### config.mk
export PLATFORM = sky130hd
export DESIGN_NAME = temporal_encoder
export DESIGN_NICKNAME = d
export VERILOG_FILES = /design/src/rtl/temporal_pkg.sv /design/src/rtl/gamma_counter.sv /design/src/rtl/temporal_encoder.sv
export SDC_FILE = /design/constraint.sdc
export NUM_CORES = 1
export LEC_CHECK = 0
export ABC_AREA = 1
export CAP_MARGIN = 10
export CORE_ASPECT_RATIO = 1.75
export CORE_MARGIN = 1.5
export CORE_UTILIZATION = 55
export CTS_CLUSTER_SIZE = 12
export DETAILED_ROUTE_END_ITERATION = 8
export GPL_TIMING_DRIVEN = 0
export HOLD_SLACK_MARGIN = 0.08
export PLACE_DENSITY = 0.8
export SLEW_MARGIN = 20
export SYNTH_ARGS = -nofsm -noshare
export SYNTH_HDL_FRONTEND = slang
export SYNTH_SLANG_ARGS = --single-unit
### constraint.sdc
create_clock -name aclk -period 2.3 [get_ports aclk]
set_clock_uncertainty 0.1 [all_clocks]
set_input_delay 0.23 -clock aclk [delete_from_list [all_inputs] [get_ports aclk]]
set_output_delay 0.23 -clock aclk [all_outputs]
set_load 0.02 [all_outputs]
### src/rtl/temporal_pkg.sv
// temporal_pkg: shared defaults, value-width helper and pending-buffer state for temporal stages
package temporal_pkg;
  localparam int GAMMA_CYCLE_WIDTH_DEF = 16;
  localparam int PULSE_WIDTH_DEF = 8;
  function automatic int val_w(input int g);
    return $clog2(g);
  endfunction
  typedef enum logic {EMPTY, FULL} pend_t;
endpackage

### src/rtl/gamma_counter.sv
// gamma_counter: free-running gamma-cycle counter with registered start/boundary flags
// Ports: clk, rst_n (async active-low); cnt current position, cnt_nxt value after the next edge,
// run high from the first edge after reset, start high at cnt 0, boundary high at the last count.
module gamma_counter import temporal_pkg::*; #(
  parameter int GAMMA_CYCLE_WIDTH = GAMMA_CYCLE_WIDTH_DEF,
  localparam int VAL_W = val_w(GAMMA_CYCLE_WIDTH)
) (
  input  logic             clk,
  input  logic             rst_n,
  output logic [VAL_W-1:0] cnt,
  output logic [VAL_W-1:0] cnt_nxt,
  output logic             run,
  output logic             start,
  output logic             boundary
);
  localparam logic [VAL_W-1:0] LAST = VAL_W'(GAMMA_CYCLE_WIDTH - 1);
  // The first edge after reset holds the count at 0 so that edge opens gamma cycle 0.
  assign cnt_nxt = !run ? '0 : cnt == LAST ? '0 : cnt + 1'b1;
  always_ff @(posedge clk or negedge rst_n)
    if (!rst_n) begin
      run <= 1'b0;
      cnt <= '0;
      start <= 1'b0;
      boundary <= 1'b0;
    end else begin
      run <= 1'b1;
      cnt <= cnt_nxt;
      start <= cnt_nxt == '0;
      boundary <= cnt_nxt == LAST;
    end
endmodule

### src/rtl/temporal_encoder.sv
// temporal_encoder: turns per-channel spike times into pulses aligned to a gamma cycle
// Ports: aclk, grst_n (async active-low); in_valid/in_ready/in_val/in_null input bundle handshake;
// out_pulse per-channel spikes; gamma_rst boundary latch reset; gamma_start cycle-0 flag; gamma_cnt position.
module temporal_encoder import temporal_pkg::*; #(
  parameter int GAMMA_CYCLE_WIDTH = GAMMA_CYCLE_WIDTH_DEF,
  parameter int PULSE_WIDTH = PULSE_WIDTH_DEF,
  parameter int N_CH = 2,
  localparam int VAL_W = val_w(GAMMA_CYCLE_WIDTH)
) (
  input  logic                       aclk,
  input  logic                       grst_n,
  input  logic                       in_valid,
  output logic                       in_ready,
  input  logic [N_CH-1:0][VAL_W-1:0] in_val,
  input  logic [N_CH-1:0]            in_null,
  output logic [N_CH-1:0]            out_pulse,
  output logic                       gamma_rst,
  output logic                       gamma_start,
  output logic [VAL_W-1:0]           gamma_cnt
);
  localparam logic [VAL_W:0] LAST = (VAL_W+1)'(GAMMA_CYCLE_WIDTH - 1);
  localparam logic [VAL_W:0] PW = (VAL_W+1)'(PULSE_WIDTH);
  logic [VAL_W-1:0] cnt_nxt;
  logic run, accept, take_new;
  pend_t pend;
  logic [N_CH-1:0][VAL_W-1:0] pend_val, act_val, act_val_nxt;
  logic [N_CH-1:0] pend_null, act_null, act_null_nxt, new_null, pulse_nxt;
  gamma_counter #(.GAMMA_CYCLE_WIDTH(GAMMA_CYCLE_WIDTH)) u_gc (
    .clk(aclk),
    .rst_n(grst_n),
    .cnt(gamma_cnt),
    .cnt_nxt(cnt_nxt),
    .run(run),
    .start(gamma_start),
    .boundary(gamma_rst)
  );
  // gamma_rst is the registered boundary flag, so it marks the current cycle as the boundary.
  assign in_ready = run && (pend == EMPTY || gamma_rst);
  assign accept = in_valid && in_ready;
  // An acceptance into an empty buffer on the boundary bypasses pending straight into active.
  assign take_new = accept && !(gamma_rst && pend == EMPTY);
  assign act_val_nxt = !gamma_rst ? act_val : pend == FULL ? pend_val : in_val;
  assign act_null_nxt = !gamma_rst ? act_null : pend == FULL ? pend_null : accept ? new_null : '1;
  // Pulses are computed from next-cycle state so out_pulse can be a plain flop aligned with gamma_cnt.
  for (genvar g = 0; g < N_CH; g++) begin : g_ch
    assign new_null[g] = in_null[g] || {1'b0, in_val[g]} >= LAST;
    assign pulse_nxt[g] = !act_null_nxt[g] && act_val_nxt[g] <= cnt_nxt &&
                          {1'b0, cnt_nxt} < {1'b0, act_val_nxt[g]} + PW && {1'b0, cnt_nxt} != LAST;
  end
  always_ff @(posedge aclk or negedge grst_n)
    if (!grst_n) begin
      pend <= EMPTY;
      pend_val <= '0;
      pend_null <= '1;
      act_val <= '0;
      act_null <= '1;
      out_pulse <= '0;
    end else begin
      pend <= take_new ? FULL : gamma_rst ? EMPTY : pend;
      pend_val <= take_new ? in_val : pend_val;
      pend_null <= take_new ? new_null : pend_null;
      act_val <= act_val_nxt;
      act_null <= act_null_nxt;
      out_pulse <= pulse_nxt;
    end
endmodule

Word level (Yosys, flattened, before mapping)

Cells that the tools add are included.

Divide/modulo/power cells: 0
Bitwise operators: 1
Order comparisons: 6
$add $sub $neg: 3
Muxes and demuxes: 9
Multiply operators: 0
Reduce and logical (&&, ||, !) cells: 18
Shifts and indexed selects: 0
Equality and inequality tests: 3

Operators with widths:

| operator                                    | number |
|---|---|
| 2-to-1 mux 8 bit                            | 2 |
| adder 4 x 4 -> 5 bit, second input constant | 2 |
| logical AND 1 bit                           | 10 |
| < comparator 4 x 5 -> 1 bit                 | 2 |
| equality test 4 bit, second input constant  | 2 |
| >= comparator 4 bit, second input constant  | 2 |
| <= comparator 4 bit                         | 2 |
| 2-to-1 mux 4 bit                            | 2 |
| 2-to-1 mux 2 bit                            | 3 |
| adder 4 x 1 -> 4 bit, second input constant | 1 |
| zero test 4 bit                             | 1 |
| != test 4 bit, second input constant        | 1 |
| zero test 1 bit                             | 3 |
| logical OR 1 bit                            | 3 |
| 2-to-1 mux 1 bit                            | 2 |
| nonzero test 2 bit                          | 1 |
| NOT 1 bit                                   | 1 |

Input port bits: 13
RAM bits: 0
Output and inout bits: 9
Bits in latches: 0
Word-level logic and storage cells: 52
Bits in read-only memories: 0
Memories: 0
Register bits: 30

Longest topological paths before layout

Gate-level depths: netlist (run 1).

Depth after elaboration: 11
Mapped depth: 17
Mapped depth without buffers: 16

Hierarchy

Synthesis (run 1) repeated with hierarchy kept, for this count alone.

Cells, all modules: 237
Area total of the unflattened synthesis: 1845.5 um2

By module, submodules not included:

| module           | area an instance (um2) | instances | cells an instance | sequential area each (um2) |
|---|---|---|---|---|
| temporal_encoder | 1534.0                 | 1         | 201               | 580.6 |
| gamma_counter    | 311.5                  | 1         | 36                | 175.2 |

Worst setup path after synthesis (run 1)

No wires, ideal clock.

Path type: register to register
From: register u_gc.cnt[0]
To: register out_pulse[0]
Cell stages (with the launch flop): 16
Period minus slack after synthesis: 2.215 ns
Setup time: 0.071 ns
Setup slack: 0.085 ns
Arrival time: 2.044 ns
Path through: dfrtp_1 ha_1 nand3_1 nand2_1 nor2_1 inv_1 ha_1 nand2_1 inv_1 nand2_1 nand2_1 nand2_1 nand2_2 nor2_2 nand2_1 nor2_1

Longest elaborated chain between the ends: 7

RTL lines:

| what                                                        | RTL line               | source |
|---|---|---|
| from (decl)                                                 | gamma_counter.sv:10    | `output logic [VAL_W-1:0] cnt,` |
| from (signal assigned)                                      | gamma_counter.sv:27    | `cnt <= cnt_nxt;` |
| adder 4 x 1 -> 4 bit or equality test 4 bit (tied branches) | gamma_counter.sv:18    | `assign cnt_nxt = !run ? '0 : cnt == LAST ? '0 : cnt + 1'b1;` |
| 2-to-1 mux 4 bit (*) (2 in series)                          | gamma_counter.sv:18    |  |
| net cnt_nxt[3]                                              | temporal_encoder.sv:23 | `logic [VAL_W-1:0] cnt_nxt;` |
| <= comparator 4 bit                                         | temporal_encoder.sv:47 | `assign pulse_nxt[g] = !act_null_nxt[g] && act_val_nxt[g] <= cnt_nxt &&` |
| logical AND 1 bit (2 in series)                             | temporal_encoder.sv:47 |  |
| logical AND 1 bit (*)                                       | temporal_encoder.sv:48 | `{1'b0, cnt_nxt} < {1'b0, act_val_nxt[g]} + PW && {1'b0, cnt_nxt} != LAST;` |
| net pulse_nxt[0]                                            | temporal_encoder.sv:27 | `logic [N_CH-1:0] pend_null, act_null, act_null_nxt, new_null, pulse_nxt;` |
| to (signal assigned)                                        | temporal_encoder.sv:64 | `out_pulse <= pulse_nxt;` |
| to (decl)                                                   | temporal_encoder.sv:16 | `output logic [N_CH-1:0] out_pulse,` |

The timed path passes the listed nets; every way through them passes the cells marked *.
A chain may end at the register's enable or synchronous reset.

Final worst setup path (run 1)

Same ends and word-level chain as after synthesis.

==> reports/results.md, run 1 <==
| Step | Item | Reported |
| --- | --- | --- |
| outcome | Status | finished clean |
| critical path | Category of the worst setup path launch point | flop |
| timing | Max-slew headroom | 55.3% |
| clock network | Clock-pin slew reported for the worst setup and hold paths after clock tree synthesis | 0.06 ns |
| timing | Post-route setup slack | 0.152 ns |
| timing | Fmax | 465 MHz |
| floorplanning | Width of the chip | 46.9 microns |
| critical path | Library cell appearing most often on the critical path | sky130_fd_sc_hd__nand2_1 |
| drt | First-pass iteration count of the detailed router | 4 |
| critical path | CP top delay family | simple AND/OR/NAND/NOR gates |
| synth | Synth warn | 0 |
| synth | Flop and latch count out of synthesis | 30 |
| power and ir drop | Worst ir drop on vdd | 540 uV |
| clock network | CTS tree | built |
| hold path | Hold Crit Start | pend_null[0] |
| synth | Leading post-synthesis cells by instance count | 62 x sky130_fd_sc_hd__nand2_1, 34 x sky130_fd_sc_hd__inv_1, 26 x sky130_fd_sc_hd__dfrtp_1 |
| critical path | Highest net fanout along the worst path | 7 |
| critical path | Slowest cell delay on critical path | 0.41 ns |
| timing | Hold Violations, Final | 0 |
| global routing | Total global routing track utilization | 24.6% |
| drt | Post-detailed-route wirelength per cell | 12.7 microns |
| layout | Net total in the final layout | 287 |
| clock network | TritonCTS Sinks | 30 |
| floorplanning | Die Area | 3740 sq um |
| synth | Multiplexer fraction of the synthesized cell area | 0% |
| synth | Unique masters post-synth | 33 |
| floorplanning | Die height | 79.8 microns |
| timing | Final period demand of the worst path | 2.15 ns |
| power and ir drop | Clock network fraction of design power | 37.2% |
| timing | Number of setup violations in the final report | 0 |
| clock network | H-tree levels | 2 |
| hold path | Hold Crit Endpoint | pend_null[0] |
| critical path | Buffer and inverter count on the worst path | 2 |
| power and ir drop | Reg power frac | 51.5% |
| critical path | Cell with the largest stage delay on the worst path | sky130_fd_sc_hd__dfrtp_1 |
| timing | Final Max Slew Viols | 0 |
| global routing | Remaining global-route overflow | 0 |
| placed design | Port Buffers | 21 |
| layout | Area overhead of the layout relative to synthesis | 20.6% |
| floorplanning | Number of top-level pins | 22 |
| placed design | Worst slack after detailed placement | -0.174 ns |
| synth | Cell with the most instances after synthesis | sky130_fd_sc_hd__nand2_1 |
| drt | DRT iter0 DRCs | 38 |
| synth | Simple-Gate Fraction of Synth Area | 27.6% |
| synth | Library cell with the largest summed area after synthesis | sky130_fd_sc_hd__dfrtp_1 |
| drt | Via density | 5.00 |
| synth | Predominant post-synthesis flop cell | sky130_fd_sc_hd__dfrtp_1 |
| power and ir drop | Comb power frac | 11.3% |
| synth | Number of enable-type register cells in the synthesized netlist | 0 |
| critical path | Type of the worst setup path | reg2reg |
| clock network | Inserted Clock Buffers | 5 |
| synth | Mean post-synth cell area | 8.24 sq um |
| critical path | R2r worst-path depth | 15 |
| critical path | Type of destination of the critical path | flop |
| synth | Async set-or-reset flop fraction in the synthesized netlist | 100% |
| layout | Fillcell total | 275 |
| layout | Layout cell share with drive strength beyond 1 | 17.9% |
| timing | Post-Route Setup TNS | 0 ns |
| synth | Share of the synthesized netlist area taken by xor and xnor gates | 0.473% |
| floorplanning | Initial Util | 58.4% |
| synth | Share of synthesized area occupied by flip-flops and latches | 40.8% |
| global routing | Wire length of the first global-routing pass | 6470 microns |
| hold path | Min-delay worst type | reg2reg |
| synth | Largest family of logic cells by synthesized area | simple AND/OR/NAND/NOR gates |
| synth | Synth Cell Area | 1850 sq um |
| power and ir drop | Fraction of power spent switching nets | 25.1% |
| clock network | Cell at the root of the clock tree | sky130_fd_sc_hd__clkbuf_8 |
| timing | Share of the cycle needed by the critical path after routing | 93.4% |
| drt | Post-route antenna net violation count | 0 |
| placed design | DP HPWL | 2850 microns |
| floorplanning | Row Count | 27 |
| critical path | Worst setup slack for register-to-register paths | 0.15 ns |
| global routing | Via count of the first global-routing pass | 1499 |
| critical path | Critical path, cell by cell | ha_2 -> nand3_1 -> nand2_1 -> nor2_4 -> inv_1 -> ha_1 -> nand2_1 -> inv_1 -> nand2_1 -> nand2_1 -> nand2_1 -> nand2_2 -> nor2_2 -> nand2_1 -> nor2_1 |
| synth | Top cells by area in the synthesized netlist | sky130_fd_sc_hd__dfrtp_1 35%, sky130_fd_sc_hd__nand2_1 13%, sky130_fd_sc_hd__ha_1 11% |
| synth | Area share of the largest cell type after synthesis | 35.1% |
| placed design | GPL Wtd Cong | 0.790 |
| drt | Number of remaining DRC errors | 0 |
| drt | Wirelength, routed | 3820 microns |
| job | Number of max-cap violations | 0 |
| layout | Diode count | 0 |
| power and ir drop | Internal power of the cells | 0.800 mW |
| clock network | Clock insertion delay at the later pin of the skew report | 0.28 ns |
| timing | Transition time of the tightest slew-check pin | 0.670 ns |
| drt | Number of vias after detailed routing | 1501 |
| synth | Adder-cell share of the synthesized area | 11.5% |
| synth | Post-synthesis cell count | 225 |
| critical path | R2R Path End | out_pulse[0] |
| global routing | Number of antenna violations at the first check in global routing | 0 |
| global routing | Maximum number of pins on one net before global-route repair | 31 |
| synth | Net count after synthesis | 255 |
| power and ir drop | P per Cell Area | 478 nW/um^2 |
| floorplanning | Area of the core region | 3180 sq um |
| critical path | Worst EP required | 2.41 ns |
| synth | Fraction of the mapped netlist area in compound gates | 8.17% |
| critical path | RR Startpoint | u_gc.cnt[0] |
| power and ir drop | Switching component of the power | 0.267 mW |
| clock network | Max Root-Sink Buffers | 2 |
| hold path | Cell depth of the worst min-delay path | 2 |
| power and ir drop | Cell leakage power | 1.20 nW |
| critical path | Critical path arrival | 2.26 ns |
[what timing repair did]
| action | 4_1_cts | 5_1_grt |
|---|---|---|
| gates resized for setup | 2 | 2 |
| buffers inserted | 0 | 3 |
| endpoints found under the hold margin | 26 | 0 |
| pin swaps | 0 | 1 |
| hold buffers | 1 | 0 |
| setup endpoints to repair | 2 | 2 |
[power by group through the flow]
stage | combinational (mW) | clock (mW) | sequential, mW
floorplan | 0.0485 | 0 | 0.565
finish | 0.121 | 0.397 | 0.549
global route | 0.136 | 0.431 | 0.550
global placement | 0.118 | 0 | 0.558
CTS | 0.121 | 0.410 | 0.549
detailed placement | 0.118 | 0 | 0.558
[cells by family (layout without fill, tap and decap cells)]
kind of cell	count (synthesis)	after routing
and+or+nand+nor	112	112
buffers and inverters	42	74
DFF	30	30
AOI/OAI and AO/OA	22	22
adders and majority gates	17	17
other	1	1
xor gates and xnor gates	1	1
[routing by layer]
| metal | share of wire (%) | GRT usage [%] |
|---|---|---|
| met5 | 0 | 0 |
| met4 | 4.4 | 14.7 |
| met3 | 3.7 | 4.98 |
| met2 | 54 | 42.5 |
| met1 | 38 | 25.6 |
[sequential cells by signal (all words and copies together), names as in the netlist]
| signal | count |
|---|---|
| act_null | 2 |
| act_val | 8 |
| out_pulse | 2 |
| pend | 1 |
| pend_null | 2 |
| pend_val | 8 |
| u_gc.boundary | 1 |
| u_gc.cnt | 4 |
| u_gc.run | 1 |
| u_gc.start | 1 |
[cell type report]
type	count	area (sq um)	share of cell area [%]
Multi-Input combinational cell	153	902	40.4
Sequential cell	30	756	33.8
Timing Repair Buffer	25	238	10.6
Inverter	38	148	6.61
Clock buffer	7	76.3	3.42
Buffer	4	61.3	2.74
Tap cell	43	53.8	2.41
[through the flow]
stage	hold slack (ns)	power (mW)	instance area (sq um)	utilization, %	cells
4_1_cts	0.370	1.08	2210	69.5	297
3_3_place_gp	0.356	0.676	2120	66.7	289
5_1_grt	0.406	1.12	2230	70.4	300
6_report	0.369	1.07	2230	70.4	300
3_5_place_dp	0.201	0.676	2110	66.5	289
2_1_floorplan	-0.166	0.613	1850	-	225
[worst min-delay path, stage by stage, from the launching register on]
cell	delay [ns]
sky130_fd_sc_hd__dfstp_2	0.36
sky130_fd_sc_hd__nand2_1	0.05
sky130_fd_sc_hd__nand2_1	0.05
[worst max-delay path by stage]
| stage | startpoint | endpoint | slack (ns) | depth (start not counted) |
|---|---|---|---|---|
| global placement | u_gc.cnt[0] | out_pulse[0] | -0.16 | 15 |
| floorplan | u_gc.cnt[0] | out_pulse[0] | 0.08 | 15 |
| finish | u_gc.cnt[0] | out_pulse[0] | 0.15 | 15 |
| detailed placement | u_gc.cnt[0] | out_pulse[0] | -0.17 | 15 |
| CTS | u_gc.cnt[0] | out_pulse[0] | 0.09 | 15 |
| global route | u_gc.cnt[0] | out_pulse[0] | -0.05 | 15 |
[layout by cell type, fill, tap and decap left out, types with 2 or more instances in the layout]
master / netlist / final
sky130_fd_sc_hd__clkbuf_1: 0 / 2
sky130_fd_sc_hd__inv_2: 3 / 3
sky130_fd_sc_hd__nand2_2: 5 / 5
sky130_fd_sc_hd__nor2_1: 23 / 22
sky130_fd_sc_hd__nand3_2: 3 / 3
sky130_fd_sc_hd__clkdlybuf4s50_1: 0 / 20
sky130_fd_sc_hd__nand2_1: 62 / 62
sky130_fd_sc_hd__o21ai_0: 2 / 2
sky130_fd_sc_hd__clkbuf_8: 0 / 5
sky130_fd_sc_hd__nor2_4: 1 / 2
sky130_fd_sc_hd__o21ai_1: 10 / 9
sky130_fd_sc_hd__nor2_2: 5 / 5
sky130_fd_sc_hd__o21bai_1: 2 / 2
sky130_fd_sc_hd__ha_1: 17 / 16
sky130_fd_sc_hd__inv_1: 34 / 34
sky130_fd_sc_hd__nand4_1: 2 / 2
sky130_fd_sc_hd__nand3_1: 6 / 6
sky130_fd_sc_hd__buf_4: 0 / 3
sky130_fd_sc_hd__dfrtp_1: 26 / 26
sky130_fd_sc_hd__o21ai_2: 3 / 4
sky130_fd_sc_hd__dfstp_2: 4 / 4
sky130_fd_sc_hd__buf_6: 2 / 2
No activity file was read; power rests on OpenSTA's default activity.
==> run 2, diff against run 1 <==
--- a/config.mk
+++ b/config.mk
@@ -8,13 +8,13 @@
 export ABC_AREA = 1
 export CAP_MARGIN = 10
 export CORE_ASPECT_RATIO = 1.75
-export CORE_MARGIN = 1.5
-export CORE_UTILIZATION = 55
+export CORE_UTILIZATION = 54
 export CTS_CLUSTER_SIZE = 12
 export DETAILED_ROUTE_END_ITERATION = 8
 export GPL_TIMING_DRIVEN = 0
 export HOLD_SLACK_MARGIN = 0.08
-export PLACE_DENSITY = 0.8
+export PLACE_DENSITY = 0.79
+export SETUP_SLACK_MARGIN = 0.5
 export SLEW_MARGIN = 20
 export SYNTH_ARGS = -nofsm -noshare
 export SYNTH_HDL_FRONTEND = slang
==> reports/results.md, run 2 (synthesis gave the netlist of run 1 again) <==
| Step | Item | Reported | vs previous |
| --- | --- | --- | --- |
| placed design | Port Buffers | 21 | unchanged |
| clock network | Clock insertion delay at the later pin of the skew report | 0.29 ns | about the same |
| global routing | Met1 Use GR | 26.0% | +0.43 points |
| job | Number of max-cap violations | 0 | unchanged |
| layout | Largest registers | act_val (8), pend_val (8), u_gc.cnt (4) |  |
| clock network | H-tree levels | 2 | unchanged |
| power and ir drop | Clock network fraction of design power | 37.6% | +0.4 points |
| drt | Wirelength, routed | 4490 microns | +18% |
| global routing | Number of antenna violations at the first check in global routing | 0 | unchanged |
| critical path | Critical path startpoint | pend |  |
| hold path | Min-delay worst type | reg2reg |  |
| global routing | Total global routing track utilization | 27.4% | +2.7 points |
| layout | Sequential cell area in the final layout | 761 sq um | +0.66% |
| floorplanning | Area of the core region | 3210 sq um | +1.1% |
| critical path | Capture point of the critical path | out_pulse[0] |  |
| timing | Post-route setup slack | 0.261 ns | +0.109 ns |
| global routing | Wire length of the first global-routing pass | 6870 microns | +6.2% |
| layout | Multi-input gate area in the final layout | 1050 sq um | +17% |
| critical path | Slowest cell delay on critical path | 0.39 ns | -0.02 ns |
| power and ir drop | Switching component of the power | 0.292 mW | +9.2% |
| floorplanning | Die Area | 3680 sq um | -1.6% |
| critical path | Worst setup slack for register-to-register paths | 0.26 ns | +0.11 ns |
| layout | Diode count | 0 | unchanged |
| timing | Max-slew headroom | 56.5% | +1.2 points |
| power and ir drop | Internal power of the cells | 0.809 mW | +1.1% |
| placed design | Cell count after placement | 289 | unchanged |
| critical path | Highest net fanout along the worst path | 9 | +2 |
| timing | Number of setup violations in the final report | 0 | unchanged |
| critical path | Library cell appearing most often on the critical path | sky130_fd_sc_hd__buf_4 |  |
| drt | DRT iter0 DRCs | 54 | +42% |
| drt | Via density | 5.12 | +2.4% |
| layout | Leading cell types in the layout, fill and taps excluded | 56 x sky130_fd_sc_hd__nand2_1, 28 x sky130_fd_sc_hd__inv_1, 22 x sky130_fd_sc_hd__dfrtp_1 |  |
| critical path | RR Startpoint | pend |  |
| placed design | GPL Wtd Cong | 0.829 | +4.9% |
| global routing | Maximum number of pins on one net before global-route repair | 31 | unchanged |
| critical path | R2R Path End | out_pulse[0] |  |
| power and ir drop | Comb power frac | 12.3% | +1.0 points |
| timing | Final Max Slew Viols | 0 | unchanged |
| power and ir drop | Cell leakage power | 1.25 nW | +4.2% |
| floorplanning | Die height | 79.5 microns | -0.37% |
| global routing | Via count of the first global-routing pass | 1549 | +3.3% |
| clock network | Clock-pin slew reported for the worst setup and hold paths after clock tree synthesis | 0.07 ns | about the same |
| timing | Fmax | 490 MHz | +5.4% |
| critical path | Buffer and inverter count on the worst path | 9 | +7 |
| layout | Layout cell share with drive strength beyond 1 | 32.5% | +15 points |
| clock network | Cell at the root of the clock tree | sky130_fd_sc_hd__clkbuf_8 |  |
| layout | Commonest non-fill, non-tap cell in the layout | sky130_fd_sc_hd__nand2_1 |  |
| clock network | Max Root-Sink Buffers | 2 | unchanged |
| placed design | DP HPWL | 2920 microns | +2.5% |
| global routing | Remaining global-route overflow | 0 | unchanged |
| timing | Transition time of the tightest slew-check pin | 0.652 ns | -0.0182 ns |
| critical path | Worst path depth | 15 | unchanged |
| floorplanning | Initial Util | 57.7% | -0.61 points |
| global routing | Met3 track demand over resource | 5.43% | +0.45 points |
| global routing | Met2 layer usage reported by global route | 50.3% | +7.8 points |
| timing | Share of the cycle needed by the critical path after routing | 88.7% | -4.8 points |
| clock network | Inserted Clock Buffers | 5 | unchanged |
| drt | Post-detailed-route wirelength per cell | 14.4 microns | +13% |
| timing | Hold Violations, Final | 0 | unchanged |
| power and ir drop | Worst ir drop on vdd | 676 uV | +25% |
| timing | Setup repair after global routing missed its margin | yes |  |
| critical path | Critical path, cell by cell | buf_6 -> inv_6 -> buf_12 -> nand2_4 -> nand2_4 -> a21oi_4 -> buf_4 -> buf_4 -> buf_4 -> buf_4 -> buf_4 -> buf_4 -> nand2_1 -> a21boi_1 -> nor2_1 |  |
| power and ir drop | Reg power frac | 50.1% | -1.4 points |
| layout | Area overhead of the layout relative to synthesis | 33.3% |  |
| timing | Post-Route Setup TNS | 0 ns | unchanged |
| critical path | Cell with the largest stage delay on the worst path | sky130_fd_sc_hd__dfrtp_1 |  |
| placed design | Worst slack after detailed placement | 0.119 ns | +0.294 ns |
| critical path | Type of destination of the critical path | flop |  |
| drt | Number of remaining DRC errors | 0 | unchanged |
| timing | Final period demand of the worst path | 2.04 ns | -0.109 ns |
| layout | Non-filler cells, final | 311 | +3.7% |
| critical path | Category of the worst setup path launch point | flop |  |
| clock network | CTS tree | built |  |
| layout | Fillcell total | 223 | -19% |
| clock network | TritonCTS Sinks | 30 | unchanged |
| placed design | DP Area | 2170 sq um | +2.9% |
| critical path | Type of the worst setup path | reg2reg |  |
| floorplanning | Row Count | 27 | unchanged |
| power and ir drop | P per Cell Area | 446 nW/um^2 | -6.7% |
| layout | Layout Cell Area excl Fill | 2470 sq um | +11% |
| floorplanning | Number of top-level pins | 22 | unchanged |
| global routing | Grt peak-use layer | met2 |  |
| critical path | CP top delay family | buffers and inverters |  |
| drt | First-pass iteration count of the detailed router | 4 | unchanged |
| floorplanning | Width of the chip | 46.3 microns | -1.3% |
| drt | Number of vias after detailed routing | 1593 | +6.1% |
| critical path | R2r worst-path depth | 15 | unchanged |
| outcome | Status | finished clean |  |
| drt | Post-route antenna net violation count | 0 | unchanged |
| layout | Net total in the final layout | 297 | +3.5% |
| critical path | Worst EP required | 2.42 ns | about the same |
| critical path | Critical path arrival | 2.16 ns | -0.10 ns |
| power and ir drop | Fraction of power spent switching nets | 26.5% | +1.5 points |
-- run 2: changes by cell type in the layout (fill, tap and decap cells not counted), sizes merged --
cell | previous run | this run
buf | 7 | 18
bufbuf | 1 | 0
clkbuf | 7 | 6
clkdlybuf4s50 | 20 | 19
clkinv | 0 | 2
dlygate4sd2 | 0 | 1
-- run 2: worst min-delay path: cells and delay by family, from the launching register on --
| kind | cells | cell delay, ns |
|---|---|---|
| flops | 1 | 0.37 |
| simple gates | 2 | 0.10 |
-- run 2: repair_timing --
action                                  in CTS  in global routing
pin swaps                                    2                  7
buffers inserted                            13                  0
endpoints found under the hold margin       26                  0
resized for setup                           10                 17
endpoints found under the setup margin       3                  3
hold buffers                                 1                  0
-- run 2: metal layers --
metal,routed length (microns),up-vias
met4,161,0
met1,1650,772
li1,-,775
met2,2550,36
met3,131,10
met5,0,-
-- run 2: per-stage QoR --
| step | total power [mW] | utilization [%] | hold WS, ns |
|---|---|---|---|
| 2_1_floorplan | 0.620 | - | -0.166 |
| 3_3_place_gp | 0.682 | 67.9 | 0.357 |
| 3_5_place_dp | 0.683 | 67.7 | 0.199 |
| 4_1_cts | 1.10 | 75.1 | 0.375 |
| 5_1_grt | 1.15 | 77.0 | 0.386 |
| 6_report | 1.10 | 77.0 | 0.370 |
-- run 2: final cells by class --
class | count | share of cell area (%)
Multi-Input combinational cell | 153 | 42.6
Sequential cell | 30 | 30.8
Timing Repair Buffer | 35 | 12.6
Inverter | 38 | 6.18
Clock buffer | 6 | 2.94
Buffer | 4 | 2.33
Tap cell | 43 | 2.18
Clock inverter | 2 | 0.405
-- run 2: worst min path at each step --
stage          slack [ns]  cells past startpoint            to         start
2_1_floorplan       -0.17                      0    act_val[0]        grst_n
3_3_place_gp         0.36                      2  pend_null[1]  pend_null[1]
3_5_place_dp         0.20                      1          pend        grst_n
4_1_cts              0.37                      2  pend_null[1]  pend_null[1]
5_1_grt              0.39                      2  pend_null[1]  pend_null[1]
6_report             0.37                      2  pend_null[1]  pend_null[1]
-- run 2: power groups by stage --
stage          Combinational, mW  Sequential [mW]  Clock (mW)
4_1_cts                    0.131            0.551       0.419
3_3_place_gp               0.122            0.560           0
3_5_place_dp               0.123            0.560           0
5_1_grt                    0.150            0.552       0.446
6_report                   0.136            0.551       0.414
2_1_floorplan             0.0522            0.567           0
